===== config.mk =====
export PLATFORM = sky130hd
export DESIGN_NAME = dispatch_scoreboard
export DESIGN_NICKNAME = d
export VERILOG_FILES = /design/src/rtl/ooo_pkg.sv /design/src/rtl/dispatch_scoreboard_scoreboard.sv /design/src/rtl/dispatch_scoreboard.sv
export SDC_FILE = /design/constraint.sdc
export NUM_CORES = 1
export LEC_CHECK = 0
export BUFFER_PORTS_ARGS = -buffer_cell sky130_fd_sc_hd__buf_2
export CAP_MARGIN = 20
export CELL_PAD_IN_SITES_DETAIL_PLACEMENT = 1
export CELL_PAD_IN_SITES_GLOBAL_PLACEMENT = 2
export CORE_ASPECT_RATIO = 0.75
export CORE_UTILIZATION = 32
export DETAILED_ROUTE_END_ITERATION = 16
export PLACE_DENSITY = 0.93
export SKIP_CTS_REPAIR_TIMING = 1
export SYNTH_ARGS = -nofsm -noshare
export SYNTH_HDL_FRONTEND = slang
export SYNTH_HIERARCHICAL = 1
export SYNTH_SLANG_ARGS = --single-unit
export TNS_END_PERCENT = 20

===== constraint.sdc =====
create_clock -name clk -period 8 [get_ports clk]
set_input_delay 0.8 -clock clk [delete_from_list [all_inputs] [get_ports clk]]
set_output_delay 0.8 -clock clk [all_outputs]
set_load 0.05 [all_outputs]

===== src/rtl/ooo_pkg.sv =====
// Shared types and helpers for the decoder-to-dispatch interface:
// register-field encoding, the micro-op record and field decode helpers.
package ooo_pkg;

  localparam int REG_FIELD_W = 5;
  localparam int REG_IDX_W   = 4;
  localparam int FUID_W      = 4;
  localparam int FLAG_W      = 8;
  localparam int NUM_SRC     = 2;

  // Register field: {idx, active}. All-zero means "no register".
  typedef logic [REG_FIELD_W-1:0] reg_field_t;

  typedef struct packed {
    reg_field_t [NUM_SRC-1:0] readregs;
    reg_field_t               writereg;
    logic [FLAG_W-1:0]        flags;
    logic [FUID_W-1:0]        fuid;
  } uop_t;

  // A field names a register only when its low bit is set.
  function automatic logic reg_active(input reg_field_t field);
    return field[0];
  endfunction

  // Architectural register index carried in the upper bits of a field.
  function automatic logic [REG_IDX_W-1:0] reg_idx(input reg_field_t field);
    return field[REG_FIELD_W-1:1];
  endfunction

endpackage


===== src/rtl/dispatch_scoreboard_scoreboard.sv =====
// Pending-write scoreboard: one bit per architectural register, set when a
// writing micro-op issues and cleared on writeback. Also answers whether a
// held micro-op's registers are hazard-free, including same-cycle writeback
// bypass.
module dispatch_scoreboard_scoreboard
  import ooo_pkg::*;
#(
  parameter int NUM_REGS = 16
) (
  input  logic                      clk,
  input  logic                      rst,
  input  logic                      flush,
  input  logic                      wb_valid,
  input  reg_field_t                wb_reg,
  input  logic                      set_valid,
  input  reg_field_t                set_reg,
  input  reg_field_t [NUM_SRC-1:0]  query_readregs,
  input  reg_field_t                query_writereg,
  output logic                      query_ready,
  output logic [NUM_REGS-1:0]       pending
);

  logic [NUM_REGS-1:0] pending_r;
  logic [NUM_REGS-1:0] pending_next_s;
  logic [NUM_SRC-1:0]  src_clear_s;
  logic                dst_clear_s;

  // A field is clear if unused, not pending, or written back this very cycle.
  function automatic logic field_clear(
    input reg_field_t          field,
    input logic [NUM_REGS-1:0] pend,
    input logic                wbv,
    input reg_field_t          wbr
  );
    logic bypass;
    bypass = wbv && reg_active(wbr) && (wbr == field);
    return !reg_active(field) || !pend[reg_idx(field)] || bypass;
  endfunction

  // Hazard query for every source and the destination of the held op.
  always_comb begin
    src_clear_s = {NUM_SRC{1'b0}};
    for (int i = 0; i < NUM_SRC; i++) begin
      src_clear_s[i] = field_clear(query_readregs[i], pending_r, wb_valid, wb_reg);
    end
    dst_clear_s = field_clear(query_writereg, pending_r, wb_valid, wb_reg);
  end

  assign query_ready = (&src_clear_s) && dst_clear_s;
  assign pending     = pending_r;

  // Next scoreboard: writeback clear first, then issue set, so a set wins.
  always_comb begin
    pending_next_s = pending_r;
    if (wb_valid && reg_active(wb_reg)) begin
      pending_next_s[reg_idx(wb_reg)] = 1'b0;
    end else begin
      pending_next_s = pending_r;
    end
    if (set_valid && reg_active(set_reg)) begin
      pending_next_s[reg_idx(set_reg)] = 1'b1;
    end else begin
      pending_next_s[0] = pending_next_s[0];
    end
  end

  // Scoreboard register; flush and reset wipe every outstanding write.
  always_ff @(posedge clk) begin
    if (rst || flush) begin
      pending_r <= {NUM_REGS{1'b0}};
    end else begin
      pending_r <= pending_next_s;
    end
  end

endmodule


===== src/rtl/dispatch_scoreboard.sv =====
// Dispatch stage: holds one decoded micro-op and issues it to the
// functional-unit bus once RAW/WAW register hazards and FU-busy are clear.
// Counts cycles in which a held op could not issue.
module dispatch_scoreboard
  import ooo_pkg::*;
#(
  parameter int NUM_REGS = 16,
  parameter int NUM_FU   = 16,
  parameter int STALL_W  = 16
) (
  input  logic                      clk,
  input  logic                      rst,
  input  logic                      in_valid,
  output logic                      in_ready,
  input  reg_field_t [NUM_SRC-1:0]  in_readregs,
  input  reg_field_t                in_writereg,
  input  logic [FLAG_W-1:0]         in_flags,
  input  logic [FUID_W-1:0]         in_fuid,
  output logic                      out_valid,
  input  logic                      out_ready,
  output reg_field_t [NUM_SRC-1:0]  out_readregs,
  output reg_field_t                out_writereg,
  output logic [FLAG_W-1:0]         out_flags,
  output logic [FUID_W-1:0]         out_fuid,
  input  logic [NUM_FU-1:0]         fu_busy,
  input  logic                      wb_valid,
  input  reg_field_t                wb_reg,
  input  logic                      flush,
  output logic [NUM_REGS-1:0]       pending,
  output logic [STALL_W-1:0]        stall_cycles
);

  uop_t               hold_r;
  logic               hold_valid_r;
  logic [STALL_W-1:0] stall_r;

  uop_t in_uop_s;
  logic regs_clear_s;
  logic fu_free_s;
  logic issue_ok_s;
  logic fire_s;
  logic in_ready_s;
  logic accept_s;

  dispatch_scoreboard_scoreboard #(
    .NUM_REGS(NUM_REGS)
  ) u_scoreboard (
    .clk           (clk),
    .rst           (rst),
    .flush         (flush),
    .wb_valid      (wb_valid),
    .wb_reg        (wb_reg),
    .set_valid     (fire_s),
    .set_reg       (hold_r.writereg),
    .query_readregs(hold_r.readregs),
    .query_writereg(hold_r.writereg),
    .query_ready   (regs_clear_s),
    .pending       (pending)
  );

  // Pack the incoming decoder fields into one micro-op record.
  always_comb begin
    in_uop_s.readregs = in_readregs;
    in_uop_s.writereg = in_writereg;
    in_uop_s.flags    = in_flags;
    in_uop_s.fuid     = in_fuid;
  end

  // Issue/accept handshake; nothing issues or is accepted while flushing.
  always_comb begin
    fu_free_s  = !fu_busy[hold_r.fuid];
    issue_ok_s = hold_valid_r && regs_clear_s && fu_free_s && !flush;
    fire_s     = issue_ok_s && out_ready;
    in_ready_s = !flush && (!hold_valid_r || fire_s);
    accept_s   = in_valid && in_ready_s;
  end

  // Output view of the hold register; zero whenever the stage is empty.
  always_comb begin
    out_valid    = issue_ok_s;
    in_ready     = in_ready_s;
    stall_cycles = stall_r;
    if (hold_valid_r) begin
      out_readregs = hold_r.readregs;
      out_writereg = hold_r.writereg;
      out_flags    = hold_r.flags;
      out_fuid     = hold_r.fuid;
    end else begin
      out_readregs = {NUM_SRC{5'b00000}};
      out_writereg = 5'b00000;
      out_flags    = 8'h00;
      out_fuid     = 4'h0;
    end
  end

  // One-entry hold stage: capture on accept, empty on issue or flush.
  always_ff @(posedge clk) begin
    if (rst) begin
      hold_valid_r <= 1'b0;
      hold_r       <= '0;
    end else if (flush) begin
      hold_valid_r <= 1'b0;
    end else if (accept_s) begin
      hold_valid_r <= 1'b1;
      hold_r       <= in_uop_s;
    end else if (fire_s) begin
      hold_valid_r <= 1'b0;
    end else begin
      hold_valid_r <= hold_valid_r;
    end
  end

  // Saturating count of cycles a held op was blocked; survives flush.
  always_ff @(posedge clk) begin
    if (rst) begin
      stall_r <= {STALL_W{1'b0}};
    end else if (hold_valid_r && !issue_ok_s && (stall_r != {STALL_W{1'b1}})) begin
      stall_r <= stall_r + {{(STALL_W-1){1'b0}}, 1'b1};
    end else begin
      stall_r <= stall_r;
    end
  end

endmodule


* After elaboration in Yosys (flattened, before gate mapping) *
Index checks and enable logic that the tools add are counted.

word-level totals
  bits in registers = 60
  input port bits = 54
  output and inout port bits = 61
  logic and storage cells = 83

cells by class
  add/subtract/negate cells = 1
  order comparisons = 7
  equal/unequal tests = 4
  mux-type cells = 21
  bitwise gates (word level) = 4
  reductions and logical operators = 38

operators by type and width
  kind                                                                           number
  4-bit by 5-bit less-than comparator with 1-bit output (second input constant)  5
  16-bit by 1-bit adder with 16-bit output (second input constant)               1
  16-bit AND                                                                     1
  1-bit binary-select mux with 4-bit select                                      4
  1-bit logical AND                                                              16
  16-bit 2-to-1 mux                                                              1
  16-bit inequality test (second input constant)                                 1
  16-bit NOT                                                                     1
  16-bit bitwise OR                                                              1
  5-bit equality test                                                            3
  15-bit 2-to-1 mux                                                              1
  1-bit zero test                                                                10
  10-bit 2-to-1 mux                                                              1
  1-bit 2-to-1 mux                                                               9
  1-bit demux with 4-bit select                                                  2
  4-bit by 1-bit >= comparator with 1-bit output (second input constant)         2
  1-bit logical OR                                                               8
  8-bit 2-to-1 mux                                                               1
  5-bit 2-to-1 mux                                                               1
  4-bit 2-to-1 mux                                                               1
  2-bit AND reduction                                                            2
  2-bit nonzero test                                                             1
  2-bit OR reduction                                                             1
  1-bit NOT                                                                      1

* Depth between registers and ports, before layout *
  depth in word-level cells = 15
  depth in mapped cells = 14
  mapped depth without buffers = 13

* Cells and area by module *
The synthesis kept the hierarchy.

by module, submodules not included
  module                          times used  cells each  area an instance (sq um)  sequential area each (sq um)
  dispatch_scoreboard             1           244         2269.7                    880.8
  dispatch_scoreboard_scoreboard  1           136         1232.4                    320.3

* Worst setup path after synthesis *
Ideal clock, no wire load.

  kind = register to output
  from = reg hold_r[13] (netlist name)
  to = out in_ready
  arrival = 3109 ps
  data required time = 7200 ps
  path slack = 4091 ps
  stages on the path, launching flop included = 10
  path buffers = 1
  cells stage by stage = dfxtp_1 buf_6 mux4_1 mux4_2 o311ai_1 and3_1 nand3b_1 a31oi_4 nand3_1 a21oi_1

on the way
  longest elaborated chain between the ends = 12
  elaborated cells on any way between the ends = 14
  classes of those cells = 1 x eq/ne; 2 x mux; 11 x reduce/logical

ends and longest elaborated chain
  item                                       RTL line                              RTL
  from (decl)                                dispatch_scoreboard.sv:33             uop_t hold_r;
  from (signal assigned)                     dispatch_scoreboard.sv:105            hold_r <= in_uop_s;
  1-bit binary-select mux with 4-bit select  dispatch_scoreboard_scoreboard.sv:37  return !reg_active(field) || !pend[reg_idx(field)] || bypass;
  1-bit 2-to-1 mux (not written as such)     dispatch_scoreboard_scoreboard.sv:37
  1-bit zero test                            dispatch_scoreboard_scoreboard.sv:37
  1-bit logical OR                           dispatch_scoreboard_scoreboard.sv:37
  1-bit logical OR *                         dispatch_scoreboard_scoreboard.sv:37
  1-bit logical AND *                        dispatch_scoreboard_scoreboard.sv:49  assign query_ready = (&src_clear_s) && dst_clear_s;
  net regs_clear_s                           dispatch_scoreboard.sv:38             logic regs_clear_s;
  1-bit logical AND * (3 in series)          dispatch_scoreboard.sv:72             issue_ok_s = hold_valid_r && regs_clear_s && fu_free_s && !flush;
  1-bit logical AND *                        dispatch_scoreboard.sv:73             fire_s = issue_ok_s && out_ready;
  1-bit logical OR *                         dispatch_scoreboard.sv:74             in_ready_s = !flush && (!hold_valid_r || fire_s);
  1-bit logical AND *                        dispatch_scoreboard.sv:74
  to (decl)                                  dispatch_scoreboard.sv:14             output logic in_ready,

The timed path passes the listed nets; every way through them passes the cells marked *. The select of a mux whose other input is x is not followed.

* Worst setup path after layout *
Same ends and word-level chain as after synthesis.

==> run summary <==
• final hold viol count: 0
• cell count after synthesis: 380
• Worst Setup Start Kind: register
• unrepaired setup endpoints after global routing: false
• final net count: 537
• number of buffers inserted during clock tree synthesis: 9
• class of the most critical hold timing path: register to register
• Final setup viols: 0
• drt via density: 5.24
• clock period minus final worst setup slack: 4.33 ns
• Crit Reg-Reg Startpoint: hold_r[13]$_SDFFE_PP0P_
• # DRC: 0
• drt first pass iters: 4
• pin count of the biggest net entering global routing: 56
• max-slew violation total from the final report: 0
• Cell Rows: 32
• part of the cycle the worst path needs: 0.541
• Fin Hold WS: 0.493 ns
• number of enable flip-flop cells after synthesis: 0
• Crit-path slowest cell: dfxtp_1
• WHS Endpoint: hold_r[7]$_SDFFE_PP0P_
• maximum vdd ir drop: 0.000104 V
• buffer levels on the longest clock path: 2
• dpl hpwl: 8120 um
• core box area: 10500 um^2
• Synth Register Bits: 60
• Initial Utilization: 0.335
• data required time of the worst path: 7.20 ns
• reg2reg setup slack: 4.18 ns
• Root Driver: clkbuf_16
• Netlist Area Pre-Place: 3500 um^2
• placed cell areas: 4120 um^2
• final total negative setup slack: 0 ns
• number of sinks driven by the clock tree: 60
• worst hold path depth: 2
• sum of overflow across all layers after global routing: 0
• arrival time of data at the critical path endpoint: 3.53 ns
• type of destination of the critical path: primary output
• Mean Syn Cell Area: 9.22 um^2
• Crit path largest cell delay: 0.63 ns
• Final Wtd Congestion: 0.871
• count of boundary I/O pins: 115
• sequence of cells on the critical path: mux4_1 -> mux4_2 -> o311ai_1 -> and3_1 -> nand3b_1 -> a31oi_4 -> nand3_1 -> a21oi_1 -> buf_2
• total power density per cell area: 184 nW/um^2
• Die Y: 92.6 um
• number of distinct library cells after synthesis: 47
• share of synthesized registers carrying an async set or reset: 0
• Worst Min Path Start: hold_r[7]$_SDFFE_PP0P_
• number of cells on the worst reg-to-reg path: 12
• WL per Instance: 17.6 um
• antenna violations before repair: 0
• vias in the first global route: 3289
• number of maximum-capacitance violations: 0
• wire length after detailed routing: 11000 um
• insertion delay of the later-clocked pin in the worst-skew pair: 0.33 ns
• die width: 123 um
• commonest non-fill, non-tap cell in the layout: buf_2
• vias: 3267
• slew at the pin with the worst max-slew slack: 1.02 ns
• initial detailed-routing violation count: 149
• clock tree from TritonCTS: done
• fraction of layout cells with a size suffix above 1: 0.312
• top library cells by usage in the layout, fill and taps aside: buf_2 (114), dfxtp_1 (60), nor2_1 (52)
• Tot GR Track Use: 0.200
• Synthesized Nets: 435
• antenna violation net count after detailed routing: 0
• number of inserted diodes: 0
• reported leakage power: 2.02 nW
• # placed instances: 607
• post-CTS clock slew at the launch and capture registers of the worst setup and hold paths: 0.05 ns
• area of the die: 11400 um^2
• end of the worst register-to-register path: u_scoreboard/pending[3]$_SDFF_PP0_
• area delta synth->final: 26.7%
• final design area excluding fillers: 4440 um^2
• critical path type: register to primary output
• count of buffers inserted at the top-level ports: 114
• result of the run: finished, final reports clean
• maximum frequency from static timing analysis: 231 MHz
• count of placed standard cells in the final layout, fillers left out: 623
• post-synthesis sequential area ratio: 0.343
• htree depth: 3
• global-route wire length before repair: 17200 um
• setup clock skew after layout: 0.00825 ns
• main flop type after synthesis: dfxtp_1
• crit path max fanout: 13
• total number of yosys warnings: 6
• Slew headroom: 0.323
## power breakdown
part	leakage, nW	switching, W	internal [W]
registers	0.487	0.0000144	0.000307
logic	1.38	0.0000479	0.0000353
clock network	0.159	0.000132	0.000279
## how the worst max path moves through the flow
| stage | startpoint | endpoint | slack (ns) | cells past startpoint |
|---|---|---|---|---|
| 2_1_floorplan | hold_r[13]$_SDFFE_PP0P_ | in_ready | 4.09 | 9 |
| 3_3_place_gp | hold_r[13]$_SDFFE_PP0P_ | in_ready | 4.15 | 9 |
| 3_5_place_dp | hold_r[13]$_SDFFE_PP0P_ | in_ready | 4.04 | 9 |
| 4_1_cts | hold_r[13]$_SDFFE_PP0P_ | in_ready | 3.65 | 9 |
| 5_1_grt | hold_r[13]$_SDFFE_PP0P_ | in_ready | 3.47 | 9 |
| 6_report | hold_r[13]$_SDFFE_PP0P_ | in_ready | 3.67 | 9 |
## cell usage after synthesis, types with 2 or more instances
| master | count | area, um^2 |
|---|---|---|
| dfxtp_1 | 60 | 1200 |
| nor2_1 | 52 | 195 |
| mux2i_1 | 38 | 380 |
| and2_1 | 29 | 181 |
| nand2_1 | 23 | 86.3 |
| a21oi_1 | 20 | 100 |
| clkbuf_1 | 15 | 56.3 |
| nand3_1 | 14 | 70.1 |
| nor2b_1 | 14 | 87.6 |
| o21ai_1 | 12 | 60.1 |
| mux4_2 | 11 | 248 |
| xnor2_1 | 10 | 87.6 |
| buf_6 | 7 | 78.8 |
| nand4_1 | 7 | 43.8 |
| inv_1 | 6 | 22.5 |
| mux2_1 | 6 | 67.6 |
| and3_1 | 5 | 31.3 |
| mux4_1 | 4 | 105 |
| nor3_1 | 4 | 20.0 |
| mux2_2 | 3 | 33.8 |
| o21ai_0 | 3 | 15.0 |
| xor2_1 | 3 | 26.3 |
| a22oi_1 | 2 | 15.0 |
| a31oi_1 | 2 | 12.5 |
| a31oi_4 | 2 | 42.5 |
| buf_2 | 2 | 10.0 |
| nand2b_1 | 2 | 12.5 |
| nand3b_1 | 2 | 15.0 |
| o311ai_1 | 2 | 17.5 |
| o31ai_1 | 2 | 15.0 |
| or3_1 | 2 | 12.5 |
## worst max-delay path: cells and delay by family, from the launching register on
kind                   cells  cell delay (ns)
multiplexers               2             1.11
AO/OA/AOI/OAI              3             0.65
flip-flops                 1             0.63
AND/OR/NAND/NOR            3             0.51
buffers and inverters      1             0.29
## flip-flops by register name, summed over array words and instances (netlist names)
| register | cells |
|---|---|
| hold_r | 27 |
| stall_cycles | 16 |
| hold_valid_r | 1 |
| u_scoreboard/pending | 16 |
## routing by layer
layer	part of all wire	wire length [um]	global-route usage
met3	0.081	885	0.0530
met1	0.46	5010	0.266
met5	0	0	0
met4	0.0087	95	0.0528
met2	0.45	4980	0.317
## cells by family (layout without fill, tap and decap cells)
| group | after synthesis | count (layout) | share of synthesized area |
|---|---|---|---|
| XOR/XNOR | 13 | 13 | 0.0325 |
| multiplexers | 63 | 63 | 0.243 |
| AND/OR/NAND/NOR | 161 | 161 | 0.233 |
| adder cells (fa/ha/maj) | 1 | 1 | 0.00357 |
| flip-flops | 60 | 60 | 0.343 |
| buffers and inverters | 31 | 138 | 0.0489 |
| AO/OA/AOI/OAI | 51 | 51 | 0.0968 |
## final cells by class
type	instances	area [um^2]
Timing Repair Buffer	115	578
Fill cell	1237	6010
Clock inverter	5	75.1
Clock buffer	11	243
Inverter	7	26.3
Tap cell	136	170
Sequential cell	60	1200
Multi-Input combinational cell	289	2140
## stage by stage
step           worst slack (ns)  power (W)  utilization
2_1_floorplan              4.09   0.000384            -
3_3_place_gp               4.15   0.000408        0.394
3_5_place_dp               4.04   0.000411        0.394
4_1_cts                    3.65   0.000829        0.425
5_1_grt                    3.47   0.000851        0.425
6_report                   3.67   0.000815        0.425
(Power assumes the default switching activity.)
